===== src/rtl/audio_mode_sequencer.sv =====
// Mode sequencer for the audio processing blocks: glitch-free mute/drain/switch/arm
// transitions between mutually exclusive modes, plus the independent Ethernet enable.
module audio_mode_sequencer #(
    parameter int unsigned SETTLE_FRAMES = 4
) (
    input  logic       clk,
    input  logic       rst_n,
    input  logic       cmd_valid,
    input  logic [3:0] ctrl_command,
    input  logic [3:0] value_command,
    input  logic       lrck,
    output logic       tone_en,
    output logic       echo_en,
    output logic       backgm_en,
    output logic       voice_en,
    output logic       eth_en,
    output logic       mute,
    output logic       busy,
    output logic [2:0] cur_mode,
    output logic       cmd_ack,
    output logic       cmd_err
);

    localparam logic [1:0] ST_IDLE   = 2'd0;
    localparam logic [1:0] ST_DRAIN  = 2'd1;
    localparam logic [1:0] ST_SWITCH = 2'd2;
    localparam logic [1:0] ST_ARM    = 2'd3;

    localparam logic [2:0] MODE_BYPASS = 3'd0;
    localparam logic [2:0] MODE_TONE   = 3'd1;
    localparam logic [2:0] MODE_ECHO   = 3'd2;
    localparam logic [2:0] MODE_BACKGM = 3'd3;
    localparam logic [2:0] MODE_VOICE  = 3'd4;

    localparam logic [7:0] LAST_CNT = 8'(SETTLE_FRAMES - 1);

    // Enable vector ordered {voice, backgm, echo, tone}; bypass drives nothing.
    function automatic logic [3:0] mode_enables(input logic [2:0] mode);
        logic [3:0] en;
        case (mode)
            MODE_TONE:   en = 4'b0001;
            MODE_ECHO:   en = 4'b0010;
            MODE_BACKGM: en = 4'b0100;
            MODE_VOICE:  en = 4'b1000;
            default:     en = 4'b0000;
        endcase
        return en;
    endfunction

    logic       lrck_meta_r, lrck_sync_r, lrck_dly_r;
    logic       frame_pulse_s;
    logic [1:0] state_r, nxt_state_s;
    logic [2:0] cur_mode_r, nxt_cur_mode_s;
    logic [2:0] target_r, nxt_target_s;
    logic       pend_valid_r, nxt_pend_valid_s;
    logic [2:0] pend_mode_r, nxt_pend_mode_s;
    logic [7:0] cnt_r, nxt_cnt_s;
    logic       mode_req_s, eth_set_s, eth_clr_s, illegal_s;
    logic [2:0] req_mode_s;
    logic       phase_done_s, exit_valid_s;
    logic [2:0] exit_mode_s;
    logic [3:0] en_r;
    logic       eth_en_r, mute_r, busy_r, cmd_ack_r, cmd_err_r;

    // Synchronise lrck and keep a delayed copy for rising-edge detection.
    always_ff @(posedge clk) begin
        if (!rst_n) begin
            lrck_meta_r <= 1'b0;
            lrck_sync_r <= 1'b0;
            lrck_dly_r  <= 1'b0;
        end else begin
            lrck_meta_r <= lrck;
            lrck_sync_r <= lrck_meta_r;
            lrck_dly_r  <= lrck_sync_r;
        end
    end

    assign frame_pulse_s = lrck_sync_r & ~lrck_dly_r;

    // Command decode.
    always_comb begin
        mode_req_s = 1'b0;
        req_mode_s = MODE_BYPASS;
        eth_set_s  = 1'b0;
        eth_clr_s  = 1'b0;
        illegal_s  = 1'b0;
        if (cmd_valid) begin
            case (ctrl_command)
                4'b0010: begin
                    mode_req_s = 1'b1;
                    case (value_command)
                        4'b0001: req_mode_s = MODE_TONE;
                        4'b0010: req_mode_s = MODE_ECHO;
                        4'b0011: req_mode_s = MODE_BACKGM;
                        default: req_mode_s = MODE_BYPASS;
                    endcase
                end
                4'b1001: begin
                    mode_req_s = 1'b1;
                    req_mode_s = MODE_VOICE;
                end
                4'b0000: mode_req_s = 1'b1;
                4'b0100: eth_set_s = 1'b1;
                4'b1000: eth_clr_s = 1'b1;
                default: illegal_s = 1'b1;
            endcase
        end else begin
            illegal_s = 1'b0;
        end
    end

    // A request landing on the ARM exit cycle supersedes the stored one.
    assign phase_done_s = frame_pulse_s && (cnt_r == LAST_CNT);
    assign exit_valid_s = mode_req_s || pend_valid_r;
    assign exit_mode_s  = mode_req_s ? req_mode_s : pend_mode_r;

    // Next-state logic for the transition FSM and pending slot.
    always_comb begin
        nxt_state_s      = state_r;
        nxt_cur_mode_s   = cur_mode_r;
        nxt_target_s     = target_r;
        nxt_pend_valid_s = pend_valid_r;
        nxt_pend_mode_s  = pend_mode_r;
        nxt_cnt_s        = cnt_r;
        case (state_r)
            ST_IDLE: begin
                if (mode_req_s && (req_mode_s != cur_mode_r)) begin
                    nxt_state_s  = ST_DRAIN;
                    nxt_target_s = req_mode_s;
                    nxt_cnt_s    = 8'd0;
                end else begin
                    nxt_state_s = ST_IDLE;
                end
            end
            ST_DRAIN, ST_SWITCH: begin
                if (mode_req_s) begin
                    nxt_pend_valid_s = 1'b1;
                    nxt_pend_mode_s  = req_mode_s;
                end else begin
                    nxt_pend_valid_s = pend_valid_r;
                end
                if (state_r == ST_SWITCH) begin
                    nxt_state_s = ST_ARM;
                    nxt_cnt_s   = 8'd0;
                end else if (phase_done_s) begin
                    nxt_state_s    = ST_SWITCH;
                    nxt_cur_mode_s = target_r;
                end else if (frame_pulse_s) begin
                    nxt_cnt_s = cnt_r + 8'd1;
                end else begin
                    nxt_cnt_s = cnt_r;
                end
            end
            ST_ARM: begin
                if (phase_done_s) begin
                    nxt_pend_valid_s = 1'b0;
                    if (exit_valid_s && (exit_mode_s != cur_mode_r)) begin
                        nxt_state_s  = ST_DRAIN;
                        nxt_target_s = exit_mode_s;
                        nxt_cnt_s    = 8'd0;
                    end else begin
                        nxt_state_s = ST_IDLE;
                    end
                end else begin
                    if (mode_req_s) begin
                        nxt_pend_valid_s = 1'b1;
                        nxt_pend_mode_s  = req_mode_s;
                    end else begin
                        nxt_pend_valid_s = pend_valid_r;
                    end
                    if (frame_pulse_s) begin
                        nxt_cnt_s = cnt_r + 8'd1;
                    end else begin
                        nxt_cnt_s = cnt_r;
                    end
                end
            end
            default: nxt_state_s = ST_IDLE;
        endcase
    end

    // State, pending slot and registered outputs.
    always_ff @(posedge clk) begin
        if (!rst_n) begin
            state_r      <= ST_IDLE;
            cur_mode_r   <= MODE_BYPASS;
            target_r     <= MODE_BYPASS;
            pend_valid_r <= 1'b0;
            pend_mode_r  <= MODE_BYPASS;
            cnt_r        <= 8'd0;
            en_r         <= 4'b0000;
            eth_en_r     <= 1'b0;
            mute_r       <= 1'b0;
            busy_r       <= 1'b0;
            cmd_ack_r    <= 1'b0;
            cmd_err_r    <= 1'b0;
        end else begin
            state_r      <= nxt_state_s;
            cur_mode_r   <= nxt_cur_mode_s;
            target_r     <= nxt_target_s;
            pend_valid_r <= nxt_pend_valid_s;
            pend_mode_r  <= nxt_pend_mode_s;
            cnt_r        <= nxt_cnt_s;
            en_r         <= (nxt_state_s == ST_SWITCH) ? 4'b0000 : mode_enables(nxt_cur_mode_s);
            eth_en_r     <= eth_set_s ? 1'b1 : (eth_clr_s ? 1'b0 : eth_en_r);
            mute_r       <= (nxt_state_s != ST_IDLE);
            busy_r       <= (nxt_state_s != ST_IDLE);
            cmd_ack_r    <= mode_req_s | eth_set_s | eth_clr_s;
            cmd_err_r    <= illegal_s;
        end
    end

    assign tone_en   = en_r[0];
    assign echo_en   = en_r[1];
    assign backgm_en = en_r[2];
    assign voice_en  = en_r[3];
    assign eth_en    = eth_en_r;
    assign mute      = mute_r;
    assign busy      = busy_r;
    assign cur_mode  = cur_mode_r;
    assign cmd_ack   = cmd_ack_r;
    assign cmd_err   = cmd_err_r;

endmodule


===== config.mk =====
export PLATFORM = sky130hd
export DESIGN_NAME = audio_mode_sequencer
export DESIGN_NICKNAME = d
export VERILOG_FILES = /design/src/rtl/audio_mode_sequencer.sv
export SDC_FILE = /design/constraint.sdc
export NUM_CORES = 1
export LEC_CHECK = 0
export CORE_UTILIZATION = 61
export CTS_BUF_LIST = sky130_fd_sc_hd__clkbuf_4 sky130_fd_sc_hd__clkbuf_8
export DETAILED_ROUTE_END_ITERATION = 7
export PLACE_DENSITY_LB_ADDON = 0.3
export SLEW_MARGIN = 10
export SYNTH_ARGS = -nofsm -noshare
export SYNTH_HDL_FRONTEND = slang
export SYNTH_SLANG_ARGS = --single-unit

===== constraint.sdc =====
create_clock -name clk -period 3.4 [get_ports clk]
set_input_delay 0.68 -clock clk [delete_from_list [all_inputs] [get_ports clk]]
set_output_delay 0.68 -clock clk [all_outputs]
set_load 0.05 [all_outputs]

==> summary.txt, run 1 <==
Synth
  • Mean post-synth cell area: 8.41 um2
  • Post-synth top area share: 32.9%
  • Post-synth top area cell: dfxtp_1
  • Synth top area cells: dfxtp_1 33%, nand2_1 5.6%, a31oi_2 3.3%
  • Most instantiated cells after synthesis: 31 x dfxtp_1, 28 x nand2_1, 13 x nor2_1
  • Most frequent cell after synthesis: dfxtp_1
  • Asr flop ratio synth: 0%
  • Yosys reg bits: 31
  • Syn Std Cell Area: 1880 um2
  • Syn nets: 240
  • Synth Flop Type: dfxtp_1
  • Number of distinct library cells after synthesis: 58
  • EDFF count, synth: 0
  • Synthesized netlist cell count: 224
  • Sequential area share after synthesis: 32.9%
  • Synth warn: 0

Worst setup path
  • Kind of critical path: primary input to flop
  • Crit. End Element: flop
  • Startpoint Class: primary input
  • Data required time at the worst endpoint: 3.63 ns
  • CP arrival: 2.76 ns
  • Worst-path maximum fanout: 8

Timing
  • Fmax: 396 MHz
  • # setup viols final: 0
  • Post-layout min period: 2.53 ns
  • Setup TNS: 0 ns
  • Final period util: 74.3%
  • RSZ-0062 raised after global routing: no
  • Worst Tran Pin Value: 0.581 ns
  • Worst rel slew slack: 61.3%
  • Final count of hold timing violations: 0
  • Clock Skew: 0.0104 ns
  • Slew Limit Fails: 0

Route
  • Remaining DRCs: 2
  • Drt first pass iters: 6
  • DRT iter0 DRCs: 97
  • Vias per cell: 6.12
  • Drt wl/cell: 14.8 um
  • Routed WL: 4120 um
  • Total number of vias: 1702
  • Final antenna-violating net count: 0

Pwr
  • Cell Int Power: 0.567 mW
  • Leak: 0.751 nW
  • Sequential share of power: 49.8%
  • Switch Pwr: 0.171 mW
  • Combinational fraction of design power: 8.0%
  • PD cells: 335 nW/um2
  • Clk network pwr share: 42.3%
  • Net Sw Frac: 23.2%
  • Peak VDD IR: 0.365 mV

Global route
  • Antenna violations before repair: 0
  • First-pass GRT wire length: 7010 um
  • Vias in the first global route: 1580
  • Largest net degree at the start of global routing: 32
  • Overflow after GRT: 0
  • GRT Total Usage: 27.9%

CTS
  • Max clock buf depth: 2
  • Setup bufs post-CTS: 0
  • CTS buffer count: 5
  • CTS Root Cell: clkbuf_4
  • Clock latency on the worst-skew pair: 0.35 ns
  • Sink Count: 31
  • CTS resizes: 0
  • Hold_buf cts: 0
  • CTS tree: done
  • Max H-tree Level: 2
  • Clock transition at path regs: 0.10 ns

Die
  • Area of the core: 2850 um2
  • Area of the die: 3320 um2
  • IO Count: 24
  • Initial Util: 66.1%
  • Site Rows: 19
  • Die W: 57.6 um
  • Chip height: 57.6 um

Cells and area
  • Area delta synth->final: 17.0%
  • Ant diodes: 0
  • Finished Core Util: 77.3%
  • Final Net Count: 262
  • Layout cell share with drive strength beyond 1: 13.0%

Worst hold path
  • Worst min path class: flop to flop

Placement
  • DPL Wire Length: 2920 um
  • GP Congestion: 0.875
  • IO Port Bufs: 23

Run status
  • Status: finished, violations left
  • Failing checks: design-rule violations

Job
  • Max Cap Viol: 0
[layer usage]
layer	wire length, um	vias up	track usage (%)
li1	-	857	-
met1	1890	786	35.8
met2	1920	53	41.4
met3	223	6	8.62
met4	80	0	16.0
met5	0	-	0
[critical path, cell delays in order]
cell and delay, ns:
clkdlybuf4s50_1 0.58, nor4b_4 0.41, nand3_1 0.20, a311o_1 0.34
o211ai_2 0.12, o221a_4 0.32, a31oi_2 0.10
[registers in the layout, indices dropped and copies added, names as in the netlist, 2 cells and up]
signal,flops
pend_mode_r,3
en_r,4
target_r,3
cur_mode,3
state_r,2
cnt_r,8
[stage by stage]
stage | setup WS (ns) | cell area, um2 | cells | power, mW | hold slack, ns
after global routing | 0.774 | 2200 | 278 | 0.764 | 0.450
after CTS | 0.920 | 2200 | 278 | 0.740 | 0.444
after floorplan | 1.36 | 1880 | 224 | 0.406 | 0.412
after detailed placement | 0.534 | 2120 | 270 | 0.433 | 0.418
final | 0.873 | 2200 | 278 | 0.738 | 0.445
after global placement | 0.562 | 2120 | 270 | 0.433 | 0.419
[area by class of cell]
cell class	count	area (um2)
Clock buffer	6	51.3
Clock inverter	2	35.0
Fill cell	212	648
Inverter	8	30.0
Multi-Input combinational cell	176	1190
Sequential cell	31	621
Tap cell	31	38.8
Timing Repair Buffer	24	238
[power by group through the flow]
stage | combinational (mW) | sequential (mW) | clock, mW
global route | 0.0625 | 0.368 | 0.334
detailed placement | 0.0574 | 0.376 | 0
global placement | 0.0570 | 0.376 | 0
finish | 0.0587 | 0.367 | 0.312
floorplan | 0.0249 | 0.381 | 0
CTS | 0.0581 | 0.367 | 0.314
[placed cells by master, fill, tap and decap left out, drive strengths merged, types with 4 or more instances in the layout]
cell	count
inv	8
nor3	6
clkbuf	6
nand3	8
nor2b	9
clkdlybuf4s50	23
a21oi	9
a31oi	12
ha	4
xnor2	4
o21ai	14
or2	4
nand2b	6
nand2	29
and2	7
mux2i	4
dfxtp	31
and3	4
nor2	13
[kinds of logic (layout without fill, tap and decap cells)]
family	Yosys count	in the layout	share of synthesized area (%)
simple gates	99	99	29.7
compound gates	63	63	25.8
fa+ha+maj	4	4	2.66
xor+xnor	5	5	2.32
flops	31	31	32.9
mux	5	5	2.72
buf+inv	17	40	3.85
[worst paths after layout]
check	startpoint	to	depth (start not counted)	slack, ns
worst max-delay path	ctrl_command[0]	cnt_r[5]	7	0.87
worst min-delay path	lrck_meta_r	lrck_sync_r	1	0.44
worst max register to register	state_r[1]	cnt_r[2]	7	1.18
worst min register to register	lrck_meta_r	lrck_sync_r	1	0.44
No activity file was read; power rests on OpenSTA's default activity.
==> run 2, diff against run 1 <==
Settings changed: CORE_UTILIZATION 61 to 57.
Clock period 3.4 ns to 2.45 ns, I/O delays scaled along.
==> run 2 against run 1 <==
The run now ends clean. Die area is 6.8% higher. Sequential share of layout area is 1.5 points lower. Clock-buffer cell count did not move. Final area is 5.6% higher. Largest cell class unchanged. Largest power group unchanged.
==> summary.txt, run 2 (synthesis results as in run 1) <==
Run status
  • Status: finished clean

Worst setup path
  • R2R Setup Slk: 0.31 ns
  • Critical Path Start: ctrl_command[3]
  • CP arrival: 2.47 ns
  • R2R depth: 7
  • Slowest CP cell: clkdlybuf4s50_1
  • Worst flop-to-flop path endpoint: en_r[1]
  • Startpoint Class: primary input
  • Data required time at the worst endpoint: 2.67 ns
  • Worst-path maximum fanout: 8
  • RR Startpoint: state_r[1]
  • Critical path destination: cnt_r[6]
  • Crit. End Element: flop
  • Worst-path cell chain: clkdlybuf4s50_1 > nor4b_4 > nand3_1 > a311o_1 > o211ai_2 > o221a_4 > a31oi_2
  • Largest stage delay, worst path: 0.55 ns
  • Kind of critical path: primary input to flop

Global route
  • Vias in the first global route: 1581
  • Overflow after GRT: 0
  • Largest net degree at the start of global routing: 32
  • First-pass GRT wire length: 6980 um
  • Antenna violations before repair: 0
  • GRT Total Usage: 26.4%

Timing
  • Post-layout min period: 2.25 ns
  • Setup TNS: 0 ns
  • Final count of hold timing violations: 0
  • Fmax: 445 MHz
  • Clock Skew: 0.0120 ns
  • RSZ-0062 raised after global routing: no
  • Final period util: 91.8%
  • Slew Limit Fails: 0
  • # setup viols final: 0
  • Hold Slack: 0.442 ns
  • Worst rel slew slack: 61.9%
  • Worst Tran Pin Value: 0.571 ns

CTS
  • CTS Root Cell: clkbuf_4
  • Clock transition at path regs: 0.09 ns
  • Sink Count: 31
  • Max H-tree Level: 2
  • CTS resizes: 0
  • Clock latency on the worst-skew pair: 0.34 ns
  • CTS tree: done
  • Setup bufs post-CTS: 0
  • Max clock buf depth: 2
  • Hold_buf cts: 0
  • CTS buffer count: 5

Cells and area
  • Area of the multi-input gates: 1190 um2
  • Non-Filler Instances: 305
  • Fillers: 264
  • Most common cell after layout, fill and taps aside: dfxtp_1
  • Layout cell share with drive strength beyond 1: 17.6%
  • Register area: 621 um2
  • Max reg flops: 8
  • Ant diodes: 0
  • Largest register by flop count: cnt_r
  • Finished Core Util: 75.0%
  • Area delta synth->final: 23.6%
  • Final instance area: 2330 um2
  • Final Net Count: 276
  • Largest regs: cnt_r (8), en_r (4)
  • Most frequent cells in the layout: 31 x dfxtp_1, 28 x nand2_1, 22 x clkdlybuf4s50_1

Route
  • Vias per cell: 5.81
  • Drt wl/cell: 13.7 um
  • Drt first pass iters: 4
  • DRT iter0 DRCs: 82
  • Routed WL: 4190 um
  • Final antenna-violating net count: 0
  • Total number of vias: 1773
  • Remaining DRCs: 0

Placement
  • Placed Instances: 297
  • DPL Wire Length: 2980 um
  • IO Port Bufs: 23
  • GP Congestion: 0.865
  • Placed cell area: 2240 um2

Pwr
  • Leak: 0.828 nW
  • Peak VDD IR: 0.355 mV
  • PD cells: 438 nW/um2

Die
  • Chip height: 59.5 um
  • Area of the die: 3540 um2
  • IO Count: 24
  • Site Rows: 20
  • Die W: 59.5 um
  • Initial Util: 60.7%
  • Area of the core: 3100 um2

Job
  • Max Cap Viol: 0

Worst hold path
  • Worst min path class: flop to flop
-- run 2: worst max-delay path: cells and delay by family --
family	cells	cell delay (ns)
simple gates	2	0.57
compound gates	4	0.86
buf+inv	1	0.55
-- run 2: power breakdown --
group / switching (mW) / total (mW) / internal (mW) / leakage, nW
sequential: 0.00172 / 0.510 / 0.508 / 0.250
combinational: 0.0463 / 0.0940 / 0.0476 / 0.529
clock: 0.174 / 0.415 / 0.241 / 0.0482
-- run 2: stage by stage --
| stage | power [mW] | worst slack [ns] |
|---|---|---|
| detailed placement | 0.614 | -0.202 |
| floorplan | 0.564 | 0.514 |
| CTS | 1.03 | 0.159 |
| global placement | 0.613 | -0.150 |
| finish | 1.02 | 0.201 |
| global route | 1.06 | 0.0386 |
-- run 2: final cells by class --
class	instances	share of cell area (%)
Clock buffer	6	2.20
Clock inverter	2	1.50
Inverter	8	1.29
Multi-Input combinational cell	176	51.2
Sequential cell	31	26.7
Tap cell	44	2.36
Timing Repair Buffer	38	14.8
-- run 2: layer usage --
metal | up-vias | global-route usage, % | wire (um)
met2 | 62 | 41.1 | 1890
met1 | 809 | 33.2 | 1910
met5 | - | 0 | 0
li1 | 888 | - | -
met3 | 14 | 8.08 | 288
met4 | 0 | 12.3 | 97
-- run 2: worst min path at each step --
stage          cells past startpoint           to        start  slack, ns
2_1_floorplan                      1  lrck_sync_r  lrck_meta_r       0.41
3_3_place_gp                       1  lrck_sync_r  lrck_meta_r       0.42
3_5_place_dp                       1  lrck_sync_r  lrck_meta_r       0.42
4_1_cts                            1  lrck_sync_r  lrck_meta_r       0.45
5_1_grt                            1  lrck_sync_r  lrck_meta_r       0.46
6_report                           1  lrck_sync_r  lrck_meta_r       0.44
==> run 3, diff against run 2 <==
Settings changed: CORE_UTILIZATION 57 to 61, CTS_CLUSTER_SIZE from default to 40.
Clock period 2.45 ns to 2.7 ns, I/O delays scaled along.
==> run 3 against run 2 <==
Combinational power fell by 22%. Global-route usage is 0.15 points lower. Critical path depth did not move. Flip-flop and latch count stayed put. Critical path type unchanged. Highest routed layer unchanged.
==> summary.txt, run 3 (synthesis results as in run 1) <==
CTS
  • CTS Root Cell: clkbuf_4
  • CTS resizes: 0
  • CTS buffer count: 5
  • Setup bufs post-CTS: 0
  • Clock latency on the worst-skew pair: 0.34 ns
  • Max clock buf depth: 2
  • Sink Count: 31
  • Hold_buf cts: 0
  • Clock transition at path regs: 0.10 ns
  • CTS tree: done
  • Max H-tree Level: 2

Cells and area
  • Final instance area: 2190 um2
  • Largest regs: cnt_r (8), en_r (4)
  • Largest register by flop count: cnt_r
  • Final Net Count: 264
  • Non-Filler Instances: 280
  • Finished Core Util: 76.8%
  • Most common cell after layout, fill and taps aside: dfxtp_1
  • Max reg flops: 8
  • Layout cell share with drive strength beyond 1: 13.7%
  • Area delta synth->final: 16.3%
  • Ant diodes: 0
  • Fillers: 228
  • Most frequent cells in the layout: 31 x dfxtp_1, 28 x nand2_1, 23 x clkdlybuf4s50_1

Global route
  • Antenna violations before repair: 0
  • First-pass GRT wire length: 6690 um
  • Overflow after GRT: 0
  • Vias in the first global route: 1568
  • Largest net degree at the start of global routing: 32
  • GRT Total Usage: 26.2%

Timing
  • Post-route setup slack: 0.298 ns
  • # setup viols final: 0
  • Final count of hold timing violations: 0
  • Clock Skew: 0.00337 ns
  • Hold Slack: 0.443 ns
  • Setup TNS: 0 ns
  • Fmax: 416 MHz
  • RSZ-0062 raised after global routing: no
  • Worst rel slew slack: 63.2%
  • Post-layout min period: 2.40 ns
  • Worst Tran Pin Value: 0.552 ns
  • Final period util: 89.0%
  • Slew Limit Fails: 0

Route
  • Drt first pass iters: 8
  • Routed WL: 3870 um
  • Vias per cell: 6.13
  • DRT iter0 DRCs: 148
  • Drt wl/cell: 13.8 um
  • Total number of vias: 1717
  • Final antenna-violating net count: 0
  • Remaining DRCs: 0

Worst setup path
  • Worst-path maximum fanout: 8
  • Startpoint Class: primary input
  • CP arrival: 2.63 ns
  • Worst-path cell chain: clkdlybuf4s50_1 > nor4b_4 > nand3_1 > a311o_1 > o211ai_2 > o221a_4 > a31oi_2
  • Slowest CP cell: clkdlybuf4s50_1
  • Data required time at the worst endpoint: 2.93 ns
  • Largest stage delay, worst path: 0.60 ns
  • Kind of critical path: primary input to flop
  • Buf+Inv Stages, Crit Path: 1
  • Crit. End Element: flop
  • CP top delay family: compound AO/OA/AOI/OAI gates

Pwr
  • Combinational fraction of design power: 9.1%
  • Peak VDD IR: 0.318 mV
  • Switch Pwr: 0.212 mW
  • Clk network pwr share: 33.6%
  • Cell Int Power: 0.595 mW
  • Net Sw Frac: 26.3%
  • Leak: 0.740 nW
  • Sequential share of power: 57.3%
  • PD cells: 368 nW/um2
  • Pwr Total: 0.807 mW

Run status
  • Status: finished clean

Die
  • Initial Util: 66.1%
  • Die W: 57.6 um
  • Area of the core: 2850 um2
  • IO Count: 24
  • Chip height: 57.6 um
  • Area of the die: 3320 um2
  • Site Rows: 19

Placement
  • DPL Wire Length: 2860 um
  • Placed cell area: 2130 um2
  • Post-place setup slack: -0.0525 ns
  • IO Port Bufs: 23
  • Placed Instances: 272
  • GP Congestion: 0.853

Worst hold path
  • Worst min path class: flop to flop

Job
  • Max Cap Viol: 0
[run 3: cell type report]
cell class              count  area [um2]  area share [%]
multi-input cells         176        1190            54.4
flip-flops and latches     31         621            28.3
repair buffers             26         253            11.5
well taps                  31        38.8            1.77
clock buffers               5        37.5            1.71
inverters                   8        30.0            1.37
clock inverters             3        20.0           0.914
[run 3: routing by layer]
layer	wire, um	vias to the layer above	track usage (%)
met2	1780	45	39.9
met4	80	0	17.1
li1	-	867	-
met3	134	7	5.22
met1	1870	798	33.7
met5	0	-	0
[run 3: final timing paths]
| path | startpoint | to | slack (ns) | cells past startpoint |
|---|---|---|---|---|
| worst max-delay path | ctrl_command[3] | cnt_r[2] | 0.30 | 7 |
| worst min-delay path | lrck_meta_r | lrck_sync_r | 0.44 | 1 |
| worst max register to register | state_r[1] | cnt_r[2] | 0.57 | 7 |
| worst min register to register | lrck_meta_r | lrck_sync_r | 0.44 | 1 |
[run 3: worst register-to-register path, cell delays in order, from the launching register on]
cell,delay (ns)
dfxtp_1,0.39
inv_1,0.07
ha_1,0.37
nor2b_1,0.35
o21ai_0,0.19
a2111oi_0,0.44
a21oi_1,0.09
a31oi_2,0.15
[run 3: power by group through the flow]
stage	sequential (mW)	combinational (mW)	clock, mW
4_1_cts	0.462	0.0733	0.278
6_report	0.462	0.0736	0.271
3_5_place_dp	0.473	0.0732	0
2_1_floorplan	0.480	0.0313	0
3_3_place_gp	0.473	0.0721	0
5_1_grt	0.463	0.0792	0.299
